File: config.mk
export PLATFORM = sky130hd
export DESIGN_NAME = axis_packet_fifo
export DESIGN_NICKNAME = d
export VERILOG_FILES = /design/src/rtl/axis_packet_fifo.sv
export SDC_FILE = /design/constraint.sdc
export NUM_CORES = 1
export LEC_CHECK = 0
export BUFFER_PORTS_ARGS = -buffer_cell sky130_fd_sc_hd__buf_2
export CAP_MARGIN = 20
export CORE_MARGIN = 1
export CORE_UTILIZATION = 40
export CTS_CLUSTER_SIZE = 8
export DETAILED_ROUTE_END_ITERATION = 8
export HOLD_SLACK_MARGIN = 0.06
export SYNTH_ARGS = -nofsm -noshare
export SYNTH_HDL_FRONTEND = slang
export SYNTH_SLANG_ARGS = --single-unit
File: constraint.sdc
create_clock -name aclk -period 3.8 [get_ports aclk]
set_input_delay 0.38 -clock aclk [delete_from_list [all_inputs] [get_ports aclk]]
set_output_delay 0.38 -clock aclk [all_outputs]
set_load 0.05 [all_outputs]
File: src/rtl/axis_packet_fifo.sv
// AXI-Stream FIFO with first-word fall-through output. PKT_LEN = 0 gives plain
// streaming; PKT_LEN > 0 releases data only in whole packets of that length, with TLAST.
module axis_packet_fifo #(
  parameter int DATA_WIDTH = 32,
  parameter int DEPTH      = 16,
  parameter int PKT_LEN    = 0
) (
  input  logic                    aclk,
  input  logic                    aresetn,
  input  logic                    input_V_V_TVALID,
  output logic                    input_V_V_TREADY,
  input  logic [DATA_WIDTH-1:0]   input_V_V_TDATA,
  output logic                    output_V_V_TVALID,
  input  logic                    output_V_V_TREADY,
  output logic [DATA_WIDTH-1:0]   output_V_V_TDATA,
  output logic                    output_V_V_TLAST,
  output logic [$clog2(DEPTH):0]  level
);

  localparam int   AW       = $clog2(DEPTH);
  localparam int   CW       = AW + 1;
  localparam logic PKT_MODE = (PKT_LEN != 0);

  typedef enum logic {IDLE, DRAIN} state_t;

  logic [DATA_WIDTH-1:0] mem [DEPTH];
  logic [AW-1:0]         wr_ptr, rd_ptr;
  logic [CW-1:0]         count, count_next;
  logic [CW-1:0]         remaining, remaining_next;
  state_t                state, state_next;
  logic                  ready_q;
  logic                  wr_fire, rd_fire;

  assign wr_fire = input_V_V_TVALID & ready_q;
  assign rd_fire = output_V_V_TVALID & output_V_V_TREADY;

  always_comb begin
    case ({wr_fire, rd_fire})
      2'b10:   count_next = count + CW'(1);
      2'b01:   count_next = count - CW'(1);
      default: count_next = count;
    endcase
  end

  // NOTE: defaults first so every path assigns both outputs and no latch is inferred.
  always_comb begin
    state_next     = state;
    remaining_next = remaining;
    case (state)
      IDLE: begin
        if (PKT_MODE && count >= CW'(PKT_LEN)) begin
          state_next     = DRAIN;
          remaining_next = CW'(PKT_LEN);
        end
      end
      DRAIN: begin
        if (rd_fire) begin
          remaining_next = remaining - CW'(1);
          if (remaining == CW'(1)) state_next = IDLE;
        end
      end
      default: state_next = IDLE;
    endcase
  end

  // NOTE: sequential state uses non-blocking assignments so every register samples
  // pre-edge values regardless of statement order.
  always_ff @(posedge aclk or negedge aresetn) begin
    if (!aresetn) begin
      wr_ptr    <= '0;
      rd_ptr    <= '0;
      count     <= '0;
      remaining <= '0;
      state     <= IDLE;
      ready_q   <= 1'b0;
    end else begin
      if (wr_fire) wr_ptr <= wr_ptr + AW'(1);
      if (rd_fire) rd_ptr <= rd_ptr + AW'(1);
      count     <= count_next;
      remaining <= remaining_next;
      state     <= state_next;
      // Registered so TREADY never depends on TVALID and stays low during reset.
      ready_q   <= (count_next < CW'(DEPTH));
    end
  end

  // NOTE: storage has no reset; stale contents are never visible since TVALID gates them.
  always_ff @(posedge aclk) begin
    if (wr_fire) mem[wr_ptr] <= input_V_V_TDATA;
  end

  assign input_V_V_TREADY  = ready_q;
  assign output_V_V_TVALID = PKT_MODE ? (state == DRAIN) : (count != '0);
  assign output_V_V_TLAST  = PKT_MODE && (state == DRAIN) && (remaining == CW'(1));
  assign output_V_V_TDATA  = mem[rd_ptr];
  assign level             = count;

endmodule

==> metrics.md <==
| Metric | Value |
|---|---|
| GRT Overall Usage | 0.1741 |
| Remaining Overflow, GRT | 0 |
| Vias/cell | ~5.5 |
| Clock transition at path regs | 0.05 ns |
| Initial antenna violation count | 2 |
| Vias in the first global route | between 10,000 and 15,000 |
| Most used DFF post-synth | edfxtp_1 |
| Relative max-transition margin | 0.2684 |
| Syn. warnings | 0 |
| Core region area | approximately 0.050 mm² |
| P_leak | between 0.008 and 0.009 µW |
| Final instance area | 0.02364 mm² |
| Syn Nets | approximately 1,100 |
| Worst r2r src | level[0] |
| Final WL | 44.62 mm |
| Synth unique cells | 31 |
| CTS tree | built |
| Worst min path class | in -> reg |
| Dpl hpwl | 25.02 mm |
| Initial DRC Count | between 900 and 1,000 |
| Skew final | between 0.02 and 0.025 ns |
| Most common cell after layout, fill and taps aside | edfxtp_1 |
| Inserted Clock Buffers | 75 |
| Sequential area share after synthesis | 0.7683 |
| Max-cap violation count | 0 |
| Final Power | about 19,000 µW |
| Synthesized area | 0.02047 mm² |
| Sw frac | 0.3466 |
| Area delta synth->final | 15.51% |
| Post-CTS Setup Bufs | 0 |
| Rows | 82 |
| Slew Viols, Final | 0 |
| IO Port Bufs | 74 |
| Io pins | 76 |
| Avg WL per Cell | around 24 µm |
| DIE HEIGHT | approximately 230 µm |
| #FFs+latches synth | ~530 |
| Sequential power share | 0.367 |
| Worst setup startpoint | rd_ptr[0] |
| Die Width | ~230 µm |
| Vias post-DR | around 10,000 |
| Total Nets Final | 1,187 |
| GPL Wtd Cong | about 0.72 |
| Data arrival, critical path | 2.96 ns |
| Switching power | approximately 6600 µW |
| RSZ-0062 raised after global routing | no |
| Post-synth EDFFs | between 500 and 600 |
| TNS Setup | 0 ns |
| H-tree depth | 3 |
| Peak supply drop | about 0.6 mV |
| DR pass1 iterations | 4 |
| Skew-Pair Late Insertion Delay | 0.58 ns |
| CP startpoint kind | flip-flop |
| Final period util | 0.8794 |
| Nature of the critical path endpoint | output pin |
| Fmax | 299.2 MHz |
| Cells after synthesis | 1,007 |
| Largest net degree at the start of global routing | ~60 |
| Outcome | completed |
| Layout fillers | 4,198 |
| Most frequent cells in the layout | edfxtp_1 (512), mux2i_1 (129), clkbuf_16 (77), buf_2 (74), a221oi_1 (64) |
| Final routed DRC violation total | 0 |
| Fin crit period | 3.342 ns |
| Detail Route Antenna Nets | 0 |
| Clock sink count | about 530 |
| Final Hold Violating Endpoints | 0 |
| Power per cell area | between 800 and 900 mW/mm² |
| Die area | roughly 0.052 mm² |
| Worst Max-Slew Pin Slew | between 1 and 1.5 ns |
| Critical Path RT | roughly 3.4 ns |
| Worst Path Max Fanout | 60 |
| Share of cells above drive strength 1 | 0.2389 |
| Clock share of power | 0.300 |
| Int Power | about 13,000 µW |
| Combinational Power Share | 0.333 |
| Post-Syn Area per Cell | 20.33 µm² |
| Setup CP Type | reg -> out |
| Final core occ | 0.4703 |
| Instance area at placement | roughly 0.022 mm² |
| First-pass GRT wire length | between 60 and 70 mm |
| Hold_sp | input_V_V_TVALID |
| Post-synth ARST share | 0.02662 |
| Clk buf depth | 3 |
| CTS root buffer | clkbuf_16 |
| Initial Utilization | 0.4071 |
| Final count of negative-setup-slack endpoints | 0 |
path summary, 6_finish.rpt:
check	slack, ns	cells past startpoint	to
max	0.46	6	output_V_V_TDATA[7]
min	0.15	3	wr_ptr[2]
max reg2reg	0.98	10	input_V_V_TREADY
min reg2reg	0.55	1	level[0]
max in group asynchronous	3.21	2	rd_ptr[0]
min in group asynchronous	0.27	2	asynchronous set/reset pin
stage by stage:
| step | hold WS [ns] | worst slack [ns] | instances |
|---|---|---|---|
| global route | 0.1679 | 0.3432 | 1823 |
| finish | 0.1544 | 0.4582 | 1824 |
| global placement | 0.3174 | 0.9945 | 1735 |
| floorplan | 0.08441 | 0.4313 | 1007 |
| detailed placement | 0.3196 | 0.9891 | 1735 |
| CTS | 0.1146 | 0.4940 | 1823 |
timing repair:
item                      in CTS  in global routing
hold buffers                   1                  0
resized for setup              0                  0
hold endpoints to repair      14                  0
critical path, stage by stage, from the launching register on:
cell and delay, ns:
dfrtp_4 0.61, buf_12 0.40, mux2i_1 0.14, a221oi_1 0.63, a22oi_1 0.16, nand2_1 0.17
buf_2 0.28
cell type report:
cell class | count | area (µm²) | area share
sequential | 526 | 15730 | 0.6655
multi-input combinational | 418 | 4349 | 0.1840
clock buffer | 85 | 1957 | 0.08277
tap | 672 | 840.8 | 0.03556
timing repair buffer | 113 | 715.7 | 0.03027
inverter | 7 | 26.28 | 0.001111
clock inverter | 2 | 17.52 | 0.0007409
antenna | 1 | 2.502 | 0.0001058
cell usage after synthesis (5+ instances only):
cell type,number,area (µm²)
a22oi_1,32,240.2
o21ai_0,35,175.2
ha_1,9,112.6
mux4_2,60,1351
nand2_1,37,138.9
inv_1,7,26.28
buf_2,17,85.08
and3_1,5,31.28
clkbuf_1,19,71.32
edfxtp_1,512,15370
mux2i_1,129,1291
buf_6,8,90.09
buf_8,8,120.1
and2_1,14,87.58
a221oi_1,64,560.5
dfrtp_1,14,350.3
xnor2_1,7,61.31
routing by layer:
layer  wire [µm]  track usage
met1       20020       0.2401
met5          17            0
met4         710      0.04950
met2       21010       0.2733
met3        2863      0.04475
power by group through the flow:
stage	combinational [µW]	sequential, µW	clock (µW)
3_3_place_gp	6430	7110	0
5_1_grt	6840	7060	6120
6_report	6380	7020	5750
4_1_cts	6480	7030	5870
2_1_floorplan	4810	7160	0
3_5_place_dp	6470	7130	0
registers in the layout, indices dropped and copies added (netlist names), named ones only:
register / count
input_V_V_TREADY: 1
level: 4
mem: 512
rd_ptr: 4
wr_ptr: 4
cell families after synthesis:
kind of cell | Yosys count | synth area share
other cells | 1 | 0.0001832
simple gates | 67 | 0.01583
buf+inv | 63 | 0.02066
fa+ha+maj | 10 | 0.006480
compound gates | 134 | 0.04854
mux | 195 | 0.1353
flops | 526 | 0.7683
xor+xnor | 11 | 0.004707
Note: power is estimated with default switching activity, not from simulation.
